`src/rtl/data_mem_arbiter_if.sv`:
```
// Bus bundle between the data-memory arbiter, its two masters and data_memory.
// The slave modport is the arbiter's view; the master modport is the surrounding system's view.
interface data_mem_arbiter_if #(
  parameter int unsigned ADDR_W = 8,
  parameter int unsigned DATA_W = 8
);
  logic              cpu_rd;
  logic              cpu_wr;
  logic [ADDR_W-1:0] cpu_addr;
  logic [DATA_W-1:0] cpu_wdata;
  logic [DATA_W-1:0] cpu_rdata;
  logic              cpu_stall;

  logic              dma_req;
  logic              dma_we;
  logic [ADDR_W-1:0] dma_addr;
  logic [DATA_W-1:0] dma_wdata;
  logic [DATA_W-1:0] dma_rdata;
  logic              dma_ack;

  logic              mem_read;
  logic              mem_write;
  logic [ADDR_W-1:0] mem_addr;
  logic [DATA_W-1:0] mem_wdata;
  logic [DATA_W-1:0] mem_rdata;

  modport slave (
    input  cpu_rd, cpu_wr, cpu_addr, cpu_wdata,
    output cpu_rdata, cpu_stall,
    input  dma_req, dma_we, dma_addr, dma_wdata,
    output dma_rdata, dma_ack,
    output mem_read, mem_write, mem_addr, mem_wdata,
    input  mem_rdata
  );

  modport master (
    output cpu_rd, cpu_wr, cpu_addr, cpu_wdata,
    input  cpu_rdata, cpu_stall,
    output dma_req, dma_we, dma_addr, dma_wdata,
    input  dma_rdata, dma_ack,
    input  mem_read, mem_write, mem_addr, mem_wdata,
    output mem_rdata
  );
endinterface

```
`src/rtl/data_mem_arbiter.sv`:
```
// Shares the single-port data_memory between the nRisc core and a DMA/loader master.
// Optional macro ARB_STATS_EN adds saturating grant and contention counters.
module data_mem_arbiter #(
  parameter int unsigned ADDR_W       = 8,
  parameter int unsigned DATA_W       = 8,
  parameter int unsigned STARVE_LIMIT = 4
) (
  input  logic              Clock,
  input  logic              reset,
  data_mem_arbiter_if.slave bus
`ifdef ARB_STATS_EN
  ,
  output logic [15:0]       cnt_cpu,
  output logic [15:0]       cnt_dma,
  output logic [15:0]       cnt_conflict
`endif
);

  localparam int unsigned STARVE_W = 4;
  localparam int unsigned STAT_W   = 16;

  typedef enum logic [2:0] {
    IDLE,
    CPU_ISSUE,
    CPU_DONE,
    DMA_ISSUE,
    DMA_DONE
  } state_t;

  state_t              state;
  logic [STARVE_W-1:0] starveCnt;
  logic                grantWe;
  logic [DATA_W-1:0]   cpuRdataQ;
  logic [DATA_W-1:0]   dmaRdataQ;
  logic                memReadQ;
  logic                memWriteQ;
  logic [ADDR_W-1:0]   memAddrQ;
  logic [DATA_W-1:0]   memWdataQ;
  logic                dmaAckQ;

  logic cpuReq;
  logic arbSlot;
  logic cpuCand;
  logic dmaCand;
  logic contended;
  logic starved;
  logic grantCpu;
  logic grantDma;

  // Arbitration: the master finishing in its DONE cycle is not a candidate.
  always_comb begin
    cpuReq    = bus.cpu_rd | bus.cpu_wr;
    arbSlot   = (state == IDLE) || (state == CPU_DONE) || (state == DMA_DONE);
    cpuCand   = cpuReq && (state != CPU_DONE);
    dmaCand   = bus.dma_req && (state != DMA_DONE);
    contended = arbSlot && cpuCand && dmaCand;
    starved   = (starveCnt == STARVE_W'(STARVE_LIMIT));
    grantDma  = arbSlot && dmaCand && (!cpuCand || starved);
    grantCpu  = arbSlot && cpuCand && !grantDma;
  end

  // Access sequencer; memory strobes/address are loaded at grant so they are live only in ISSUE.
  always_ff @(posedge Clock) begin
    if (reset) begin
      state     <= IDLE;
      starveCnt <= '0;
      grantWe   <= 1'b0;
      cpuRdataQ <= '0;
      dmaRdataQ <= '0;
      memReadQ  <= 1'b0;
      memWriteQ <= 1'b0;
      memAddrQ  <= '0;
      memWdataQ <= '0;
      dmaAckQ   <= 1'b0;
    end else begin
      memReadQ  <= 1'b0;
      memWriteQ <= 1'b0;
      memAddrQ  <= '0;
      memWdataQ <= '0;
      dmaAckQ   <= 1'b0;

      if (state == CPU_DONE && !grantWe) cpuRdataQ <= bus.mem_rdata;
      if (state == DMA_DONE && !grantWe) dmaRdataQ <= bus.mem_rdata;

      case (state)
        CPU_ISSUE: state <= CPU_DONE;
        DMA_ISSUE: begin
          state   <= DMA_DONE;
          dmaAckQ <= 1'b1;
        end
        default:   state <= IDLE;
      endcase

      if (grantCpu) begin
        state     <= CPU_ISSUE;
        grantWe   <= bus.cpu_wr;
        memReadQ  <= ~bus.cpu_wr;
        memWriteQ <= bus.cpu_wr;
        memAddrQ  <= bus.cpu_addr;
        memWdataQ <= bus.cpu_wdata;
        if (contended && starveCnt != {STARVE_W{1'b1}}) starveCnt <= starveCnt + STARVE_W'(1);
      end

      if (grantDma) begin
        state     <= DMA_ISSUE;
        grantWe   <= bus.dma_we;
        memReadQ  <= ~bus.dma_we;
        memWriteQ <= bus.dma_we;
        memAddrQ  <= bus.dma_addr;
        memWdataQ <= bus.dma_wdata;
        starveCnt <= '0;
      end
    end
  end

  // Read data is forwarded straight from memory in DONE so the core can consume it that cycle.
  assign bus.cpu_rdata = (state == CPU_DONE && !grantWe) ? bus.mem_rdata : cpuRdataQ;
  assign bus.dma_rdata = (state == DMA_DONE && !grantWe) ? bus.mem_rdata : dmaRdataQ;
  assign bus.cpu_stall = !reset && cpuReq && (state != CPU_DONE);
  assign bus.dma_ack   = dmaAckQ;
  assign bus.mem_read  = memReadQ;
  assign bus.mem_write = memWriteQ;
  assign bus.mem_addr  = memAddrQ;
  assign bus.mem_wdata = memWdataQ;

`ifdef ARB_STATS_EN
  always_ff @(posedge Clock) begin
    if (reset) begin
      cnt_cpu      <= '0;
      cnt_dma      <= '0;
      cnt_conflict <= '0;
    end else begin
      if (grantCpu && cnt_cpu != {STAT_W{1'b1}}) cnt_cpu <= cnt_cpu + STAT_W'(1);
      if (grantDma && cnt_dma != {STAT_W{1'b1}}) cnt_dma <= cnt_dma + STAT_W'(1);
      if (contended && cnt_conflict != {STAT_W{1'b1}}) cnt_conflict <= cnt_conflict + STAT_W'(1);
    end
  end
`endif

endmodule
```
`src/flat_wrapper.sv`:
```
// flat-port wrapper written by rule: the top's interface ports become plain ports
module data_mem_arbiter_flat 
#(
  parameter int unsigned ADDR_W       = 8,
  parameter int unsigned DATA_W       = 8,
  parameter int unsigned STARVE_LIMIT = 4
)
  (Clock, reset, bus_cpu_rd, bus_cpu_wr, bus_cpu_addr, bus_cpu_wdata, bus_cpu_rdata, bus_cpu_stall, bus_dma_req, bus_dma_we, bus_dma_addr, bus_dma_wdata, bus_dma_rdata, bus_dma_ack, bus_mem_read, bus_mem_write, bus_mem_addr, bus_mem_wdata, bus_mem_rdata);
  data_mem_arbiter_if #(.ADDR_W(ADDR_W), .DATA_W(DATA_W)) bus_i ();
  input  logic Clock;
  input  logic reset;
  input wire logic [$bits(bus_i.cpu_rd)-1:0] bus_cpu_rd;
  input wire logic [$bits(bus_i.cpu_wr)-1:0] bus_cpu_wr;
  input wire logic [$bits(bus_i.cpu_addr)-1:0] bus_cpu_addr;
  input wire logic [$bits(bus_i.cpu_wdata)-1:0] bus_cpu_wdata;
  output wire logic [$bits(bus_i.cpu_rdata)-1:0] bus_cpu_rdata;
  output wire logic [$bits(bus_i.cpu_stall)-1:0] bus_cpu_stall;
  input wire logic [$bits(bus_i.dma_req)-1:0] bus_dma_req;
  input wire logic [$bits(bus_i.dma_we)-1:0] bus_dma_we;
  input wire logic [$bits(bus_i.dma_addr)-1:0] bus_dma_addr;
  input wire logic [$bits(bus_i.dma_wdata)-1:0] bus_dma_wdata;
  output wire logic [$bits(bus_i.dma_rdata)-1:0] bus_dma_rdata;
  output wire logic [$bits(bus_i.dma_ack)-1:0] bus_dma_ack;
  output wire logic [$bits(bus_i.mem_read)-1:0] bus_mem_read;
  output wire logic [$bits(bus_i.mem_write)-1:0] bus_mem_write;
  output wire logic [$bits(bus_i.mem_addr)-1:0] bus_mem_addr;
  output wire logic [$bits(bus_i.mem_wdata)-1:0] bus_mem_wdata;
  input wire logic [$bits(bus_i.mem_rdata)-1:0] bus_mem_rdata;
  assign bus_i.cpu_rd = bus_cpu_rd;
  assign bus_i.cpu_wr = bus_cpu_wr;
  assign bus_i.cpu_addr = bus_cpu_addr;
  assign bus_i.cpu_wdata = bus_cpu_wdata;
  assign bus_cpu_rdata = bus_i.cpu_rdata;
  assign bus_cpu_stall = bus_i.cpu_stall;
  assign bus_i.dma_req = bus_dma_req;
  assign bus_i.dma_we = bus_dma_we;
  assign bus_i.dma_addr = bus_dma_addr;
  assign bus_i.dma_wdata = bus_dma_wdata;
  assign bus_dma_rdata = bus_i.dma_rdata;
  assign bus_dma_ack = bus_i.dma_ack;
  assign bus_mem_read = bus_i.mem_read;
  assign bus_mem_write = bus_i.mem_write;
  assign bus_mem_addr = bus_i.mem_addr;
  assign bus_mem_wdata = bus_i.mem_wdata;
  assign bus_i.mem_rdata = bus_mem_rdata;
  data_mem_arbiter #(.ADDR_W(ADDR_W), .DATA_W(DATA_W), .STARVE_LIMIT(STARVE_LIMIT)) u_core (.Clock(Clock), .reset(reset), .bus(bus_i));
endmodule
```
`config.mk`:
```
export PLATFORM = sky130hd
export DESIGN_NAME = data_mem_arbiter_flat
export DESIGN_NICKNAME = d
export VERILOG_FILES = /design/src/rtl/data_mem_arbiter_if.sv /design/src/rtl/data_mem_arbiter.sv /design/src/flat_wrapper.sv
export SDC_FILE = /design/constraint.sdc
export NUM_CORES = 1
export LEC_CHECK = 0
export ABC_AREA = 1
export CAP_MARGIN = 5
export CORE_MARGIN = 2
export CORE_UTILIZATION = 25
export CTS_CLUSTER_DIAMETER = 200
export CTS_CLUSTER_SIZE = 20
export DETAILED_ROUTE_END_ITERATION = 6
export DONT_BUFFER_PORTS = 1
export GPL_ROUTABILITY_DRIVEN = 0
export MAX_ROUTING_LAYER = met4
export PLACE_DENSITY_LB_ADDON = 0.2
export SYNTH_ARGS = -nofsm -noshare
export SYNTH_HDL_FRONTEND = slang
export SYNTH_SLANG_ARGS = --single-unit
```
`constraint.sdc`:
```
create_clock -name Clock -period 2.83 [get_ports Clock]
set_input_delay 0.4245 -clock Clock [delete_from_list [all_inputs] [get_ports Clock]]
set_output_delay 0.4245 -clock Clock [all_outputs]
set_load 0.02 [all_outputs]
```
### Yosys cells after proc, flatten, opt, wreduce, memory -nomap -nowiden

Index checks and enable logic that the tools add are counted.

* word-level logic and storage cells: 63
* register bits: 43
* output and inout bits: 36

* equal/unequal tests: 8
* reduce and logical (&&, ||, !) cells: 24
* add/subtract/negate cells: 1
* bitwise gates (word level): 3
* multiplexer cells: 16

Operator list (count)
* $mux W8: 6
* $logic_and A1 B1 Y1: 12
* $mux W1: 7
* $eq A3 B2 Y1 const B: 2
* $pmux W3 S2: 1
* $add A4 B1 Y4 const B: 1
* $eq A4 B3 Y1 const B: 1
* $logic_not A1 Y1: 4
* $mux W2: 2
* $ne A4 B4 Y1 const B: 1
* $eq A3 B1 Y1 const B: 1
* $eq A3 B3 Y1 const B: 1
* $logic_not A3 Y1: 1
* $logic_or A1 B1 Y1: 3
* $ne A3 B2 Y1 const B: 1
* $ne A3 B3 Y1 const B: 1
* $reduce_or A3 Y1: 1
* $not A1 Y1: 2
* $reduce_and A2 Y1: 1
* $reduce_bool A2 Y1: 1
* $reduce_or A2 Y1: 1
* $or A1 B1 Y1: 1

### Depth between registers and ports, before layout

Gate-level depths: netlist of the first run.

* depth after elaboration: 9
* mapped depth: 9

### Worst setup path after synthesis of the first run

Ideal clock, no wire load.

* path type: register -> output
* start: reg u_core.state[1]
* end: out bus_dma_rdata[4]
* data required time: 2406 ps
* arrival time: 1268 ps
* cell stages (with the launch flop): 8
* path slack: 1138 ps
* path buffers: 1
* path through: dfxtp_1 > nor2_2 > nand3_1 > inv_2 > buf_4 > or2_1 > inv_1 > a21oi_1

* longest elaborated chain between the ends: 3

RTL lines
* start, declared: line data_mem_arbiter.sv:30 `state_t state;`
* start signal, assigned: line data_mem_arbiter.sv:65 `state <= IDLE;`
* start signal, assigned: line data_mem_arbiter.sv:86 `CPU_ISSUE: state <= CPU_DONE;`
* start signal, assigned: line data_mem_arbiter.sv:88 `state <= DMA_DONE;`
* $eq A3 B3 Y1: line data_mem_arbiter.sv:118 `assign bus.dma_rdata = (state == DMA_DONE && !grantWe) ? bus.mem_rdata : dmaRdataQ;`
* $logic_and A1 B1 Y1: line data_mem_arbiter.sv:118
* $mux W8: line data_mem_arbiter.sv:118
* end, declared: line flat_wrapper.sv:22 `output wire logic [$bits(bus_i.dma_rdata)-1:0] bus_dma_rdata;`

Every way passes these cells.

### Final worst setup path of the first run

* start: reg u_core.state[1]
* end: out bus_dma_rdata[1]

The elaborated chain is that of the path after synthesis.

==> results.json, run 1 <==
{
  "clock-sinks": 43,
  "start_kind": "flop",
  "finalHoldViolations": 0,
  "cp_max_fo": 24,
  "grt_pass1_vias": 1396,
  "cts_tree": "done",
  "hold_path_class": "input port to flop",
  "path_class": "flop to primary output",
  "netlist_area_mm2": 0.00195,
  "cts_setup_buffers": 0,
  "diodes": 0,
  "min_period_over_period_pct": 79.5,
  "p_total_uw": 1300,
  "htreeDepth": 2,
  "grt_remaining_overflow": 0,
  "num_vias": 1539,
  "timing.fmax_ghz": 0.445,
  "rsz0062_at_grt": "false",
  "num_rows": 32,
  "powerDensity_mw_per_mm2": 625,
  "final_cell_mix": "43 x dfxtp_1, 37 x a21oi_1, 34 x inv_1",
  "final_common_cell": "dfxtp_1",
  "cts_hold_buf": 0,
  "power_frac_seq_pct": 53.9,
  "cp-end-kind": "primary output",
  "switching_power_uw": 411,
  "syn_area_per_cell_um2": 7.94,
  "final_max_slew_viol_count": 0,
  "dpl.hpwl_um": 3010,
  "worstSkewPairLatency_ns": 0.29,
  "rr_worst_depth": 9,
  "clk_pin_slew_ns": 0.08,
  "syn_to_final_growth_pct": 6.88,
  "cts_resized": 0,
  "grt_max_degree": 41,
  "final.setup.tns_ns": 0,
  "crit_path_top_delay_cell": "a21oi_1",
  "die_w_um": 92.2,
  "dr.pass1.iters": 4,
  "synth-seq-cells": 43,
  "wire_per_inst_um": 12.7,
  "setup_violations": 0,
  "worstMarginPinSlew_ns": 0.507,
  "pin_count": 82,
  "viasPerCell": 4.49,
  "grt_usage_pct": 10.5,
  "root_buffer": "clkbuf_8",
  "power_frac_clock_pct": 28.6,
  "crit_arrival_ns": 1.83,
  "io_buffers": 0,
  "cts.path.max_buffers": 2,
  "power.internal_uw": 889,
  "core-area_mm2": 0.00765,
  "yosysWarnings": 0,
  "r2r_slack_ns": 1.11,
  "ys_seq_area_share_pct": 44.2,
  "ant_nets": 0,
  "antenna_found_initial": 0,
  "ir_drop_v": 0.000281,
  "leakagePower_uw": 0.000877,
  "drt_iter0_markers": 80,
  "cp.required_ns": 2.41,
  "synth_nets": 293,
  "worstHoldPathCells": 1,
  "drt_wl_total_um": 4340,
  "holdWs_ns": 0.196,
  "status": "completed",
  "final_nets": 288,
  "drc": 0,
  "slowest_delay_ns": 0.40,
  "start_util_pct": 25.4,
  "dieHeight_um": 92.2,
  "switching_share_pct": 31.6,
  "fillerInstances": 834,
  "grt_pass1_wl_um": 6870,
  "synthCells": 245,
  "post-route-min-period_ns": 2.25,
  "dieArea_mm2": 0.00850,
  "relSlewSlack_pct": 66.3,
  "clock_skew_ns": 0.00369,
  "drive_gt1_share_pct": 15.8,
  "maxCapViolations": 0,
  "path_cells": "nor2_2, nand3_1, inv_2, or2_2, inv_1, a21oi_1",
  "yosysUniqueCellTypes": 28,
  "comb_power_share_pct": 17.5,
  "numCtsBuffers": 5
}
per-layer routing:
metal | track usage, % | routed length [um] | vias to the layer above
met4 | 2.99 | 15 | 0
met2 | 15.7 | 1960 | 65
met5 | - | 0 | -
met3 | 3.70 | 347 | 2
li1 | - | - | 791
met1 | 13.5 | 2020 | 681
per-stage QoR:
stage | setup WS, ns | instances | utilization [%] | area, um^2
2_1_floorplan | 1.14 | 245 | - | 1950
3_3_place_gp | 0.895 | 335 | 26.1 | 2000
3_5_place_dp | 0.877 | 335 | 26.1 | 2000
4_1_cts | 0.546 | 343 | 27.2 | 2080
5_1_grt | 0.393 | 343 | 27.2 | 2080
6_report | 0.580 | 343 | 27.2 | 2080
cell families (layout without fill, tap and decap cells):
group | count (synthesis) | after routing | share of synthesized area (%)
simple gates | 92 | 92 | 24.1
compound gates | 55 | 55 | 17.9
buf+inv | 52 | 48 | 12.0
flops | 43 | 43 | 44.2
fa+ha+maj | 2 | 2 | 1.29
xor+xnor | 1 | 1 | 0.450
critical path: cells and delay by family (launching register included):
| kind | cells | cell delay (ns) |
|---|---|---|
| buffers and inverters | 2 | 0.33 |
| AOI/OAI and AO/OA | 1 | 0.40 |
| DFF | 1 | 0.35 |
| and+or+nand+nor | 3 | 0.44 |
power by group through the flow:
stage | logic, uW | clock network [uW] | registers [uW]
floorplan | 211 | 0 | 707
global placement | 228 | 0 | 715
detailed placement | 230 | 0 | 714
CTS | 230 | 395 | 700
global route | 258 | 416 | 705
finish | 228 | 371 | 700
state kept, by name (all words and copies together) (netlist names):
register / count
u_core.bus.dma_ack: 1
u_core.bus.mem_addr: 8
u_core.bus.mem_read: 1
u_core.bus.mem_wdata: 8
u_core.bus.mem_write: 1
u_core.cpuRdataQ: 8
u_core.dmaRdataQ: 8
u_core.grantWe: 1
u_core.starveCnt: 4
u_core.state: 3
synth_stat cells:
cell / n / area, um^2
ha_1: 2 / 25.0
a21oi_2: 1 / 8.76
nand2_1: 30 / 113
or2_2: 10 / 62.6
a211oi_1: 10 / 75.1
a21oi_1: 37 / 185
or2_1: 7 / 43.8
clkbuf_1: 3 / 11.3
nor2_1: 9 / 33.8
inv_1: 34 / 128
nor4_1: 2 / 12.5
buf_4: 5 / 37.5
nand4_1: 4 / 25.0
nor2_2: 2 / 12.5
nand2_4: 1 / 11.3
buf_6: 2 / 22.5
nor3b_2: 1 / 12.5
inv_4: 1 / 6.26
buf_1: 1 / 3.75
inv_2: 4 / 15.0
a211oi_2: 6 / 75.1
o21ai_0: 1 / 5.00
xor2_1: 1 / 8.76
buf_2: 2 / 10.0
nand3_1: 23 / 115
dfxtp_1: 43 / 861
nand3_2: 2 / 20.0
nand2_2: 1 / 6.26
worst paths after layout:
kind                  startpoint                endpoint
max reg2reg  u_core.starveCnt[0]     u_core.starveCnt[3]
min                        reset  u_core.bus.mem_addr[6]
max              u_core.state[1]        bus_dma_rdata[1]
min reg2reg       u_core.grantWe          u_core.grantWe
cell type report:
type / instances / area (um^2) / area share [%]
Timing Repair Buffer: 1 / 7.51 / 0.361
Sequential cell: 43 / 861 / 41.4
Inverter: 39 / 149 / 7.16
Tap cell: 102 / 128 / 6.14
Clock buffer: 5 / 68.8 / 3.31
Clock inverter: 3 / 15.0 / 0.722
Multi-Input combinational cell: 150 / 851 / 40.9
(Power assumes the default switching activity.)
==> inputs of run 2 (changes only) <==
==> constraint.sdc (replaced) <==
create_clock -name Clock -period 1.8 [get_ports Clock]
set_input_delay 0.27 -clock Clock [delete_from_list [all_inputs] [get_ports Clock]]
set_output_delay 0.27 -clock Clock [all_outputs]
set_load 0.02 [all_outputs]
==> run 2 against run 1 <==
Against the previous run: worst setup slack worse by 0.52 ns; sequential power rose by 59%; via count rose by 8.2%; final area is 20% higher; register-to-register slack got worse by 0.90 ns; critical path depth rose by 1; power rose by 74%; clock skew rose by 0.0045 ns.
==> results.json, run 2 (same netlist as run 1, synthesis figures left out) <==
{
  "crit_buf_inv": 3,
  "path_cells": "nor2_4, nand3_4, clkinvlp_4, or2_1, inv_2, a21oi_2, buf_4",
  "min_from": "reset",
  "dr.pass1.iters": 4,
  "grt_usage_pct": 11.5,
  "cp.required_ns": 1.53,
  "cp-end-kind": "primary output",
  "dieArea_mm2": 0.00850,
  "r2r-end": "u_core.starveCnt[2]",
  "num_rows": 32,
  "diodes": 0,
  "io_buffers": 0,
  "die_w_um": 92.2,
  "drt_iter0_markers": 33,
  "final_cell_mix": "39 x dfxtp_1, 30 x nand2_1, 29 x inv_1",
  "drt_wl_total_um": 4850,
  "final_max_slew_viol_count": 0,
  "cts_hold_buf": 0,
  "grt_pass1_vias": 1602,
  "ant_nets": 0,
  "num_vias": 1665,
  "final_nets": 323,
  "core-area_mm2": 0.00765,
  "dpl.hpwl_um": 3170,
  "grt_pass1_wl_um": 7660,
  "dp_cells": 356,
  "grt_remaining_overflow": 0,
  "cts.path.max_buffers": 2,
  "hold_path_class": "input port to flop",
  "powerDensity_mw_per_mm2": 908,
  "status": "completed",
  "min_period_over_period_pct": 96.8,
  "worstHoldPathCells": 1,
  "cts_tree": "done",
  "path_class": "flop to primary output",
  "critical_path.top_delay_family": "flip-flops",
  "clk_pin_slew_ns": 0.09,
  "clock_skew_ns": 0.00821,
  "crit_arrival_ns": 1.47,
  "design_area_mm2": 0.00249,
  "rsz0062_at_grt": "true",
  "ir_drop_v": 0.000322,
  "maxCapViolations": 0,
  "leakagePower_uw": 0.00105,
  "setup_violations": 0,
  "r2r_slack_ns": 0.21,
  "worstMarginPinSlew_ns": 0.404,
  "instances_no_fill": 378,
  "numCtsBuffers": 5,
  "rr_worst_depth": 9,
  "post-route-min-period_ns": 1.74,
  "drc": 0,
  "timing.fmax_ghz": 0.574,
  "dieHeight_um": 92.2,
  "start_util_pct": 25.4,
  "root_buffer": "clkbuf_8",
  "pin_count": 82,
  "cp_max_fo": 5,
  "grt_max_degree": 41,
  "slowest_delay_ns": 0.40,
  "finalHoldViolations": 0,
  "min_to": "u_core.bus.mem_wdata[0]",
  "worstSkewPairLatency_ns": 0.30,
  "clock-sinks": 43,
  "syn_to_final_growth_pct": 27.8,
  "wire_per_inst_um": 12.8,
  "start_kind": "flop",
  "placed_cell_area_mm2": 0.00215,
  "final_common_cell": "dfxtp_1",
  "antenna_found_initial": 0,
  "htreeDepth": 2,
  "crit_path_top_delay_cell": "dfxtp_4",
  "drive_gt1_share_pct": 34.1,
  "viasPerCell": 4.40,
  "rr_startpoint": "u_core.starveCnt[0]",
  "relSlewSlack_pct": 72.9
}
[run 2: changes by cell type in the layout (fill, tap and decap cells not counted), moves of 3 or more]
cell | before | now
buf_4 | 1 | 25
a21oi_1 | 37 | 27
a21oi_2 | 1 | 10
buf_6 | 0 | 8
clkinvlp_4 | 0 | 5
inv_1 | 34 | 29
dfxtp_1 | 43 | 39
clkinv_2 | 3 | 0
dfxtp_4 | 0 | 3
inv_2 | 4 | 7
[run 2: how the worst max path moves through the flow]
| stage | depth (start not counted) | endpoint | from | slack [ns] |
|---|---|---|---|---|
| floorplan | 7 | bus_dma_rdata[4] | u_core.state[1] | 0.26 |
| global placement | 7 | bus_dma_rdata[1] | u_core.state[1] | 0.16 |
| detailed placement | 7 | bus_dma_rdata[1] | u_core.state[1] | 0.11 |
| CTS | 6 | bus_cpu_rdata[7] | u_core.state[0] | 0.0009 |
| global route | 7 | bus_dma_rdata[3] | u_core.state[1] | -0.04 |
| finish | 7 | bus_dma_rdata[5] | u_core.state[1] | 0.06 |
[run 2: what timing repair did]
action / CTS / global route
cloned: 3 / 0
gates resized for setup: 21 / 21
setup endpoints to repair: 16 / 16
buffers inserted: 5 / 6
pin swaps: 2 / 9
[run 2: per-layer routing]
layer	GRT usage (%)	vias to the layer above	wire length [um]	share of wire [%]
met5	-	-	0	0
met4	2.24	0	29	0.60
met3	3.12	4	252	5.2
met2	18.9	54	2280	47
met1	14.2	747	2280	47
li1	-	860	-	-
[run 2: worst register-to-register path, delay by kind of cell (launching register included)]
family | cells | cell delay [ns]
AO/OA/AOI/OAI | 1 | 0.11
adder cells (fa/ha/maj) | 1 | 0.20
buffers and inverters | 3 | 0.30
flip-flops | 1 | 0.41
AND/OR/NAND/NOR | 4 | 0.52
[run 2: area by class of cell]
type	count	area (um^2)
Inverter	39	156
Timing Repair Buffer	33	278
Clock buffer	5	68.8
Fill cell	831	5160
Timing Repair inverter	3	22.5
Tap cell	102	128
Clock inverter	3	23.8
Sequential cell	43	873
Multi-Input combinational cell	150	936
[run 2: through the flow]
step,power [uW],hold WS (ns),utilization [%],worst slack (ns),setup TNS [ns]
6_report,2260,0.0299,32.5,0.0579,0
5_1_grt,2410,0.00380,32.5,-0.0384,-0.291
4_1_cts,2250,0.0146,31.0,0.000934,0
3_5_place_dp,1550,0.347,28.2,0.106,0
3_3_place_gp,1550,0.342,28.2,0.155,0
2_1_floorplan,1440,0.417,-,0.262,0
[run 2: report_power, final]
part           internal [uW]  total [uW]  switching, uW
clock network            278         638            360
logic                    221         513            292
registers               1020        1110           83.8
total                   1520        2260            736
==> inputs of run 3 (changes only) <==
--- a/config.mk
+++ b/config.mk
@@ -16,6 +16,7 @@
 export GPL_ROUTABILITY_DRIVEN = 0
 export MAX_ROUTING_LAYER = met4
 export PLACE_DENSITY_LB_ADDON = 0.2
+export SLEW_MARGIN = 10
 export SYNTH_ARGS = -nofsm -noshare
 export SYNTH_HDL_FRONTEND = slang
 export SYNTH_SLANG_ARGS = --single-unit
==> results of run 3 <==
Final layout, timing and power as in run 2 (identical DEF).
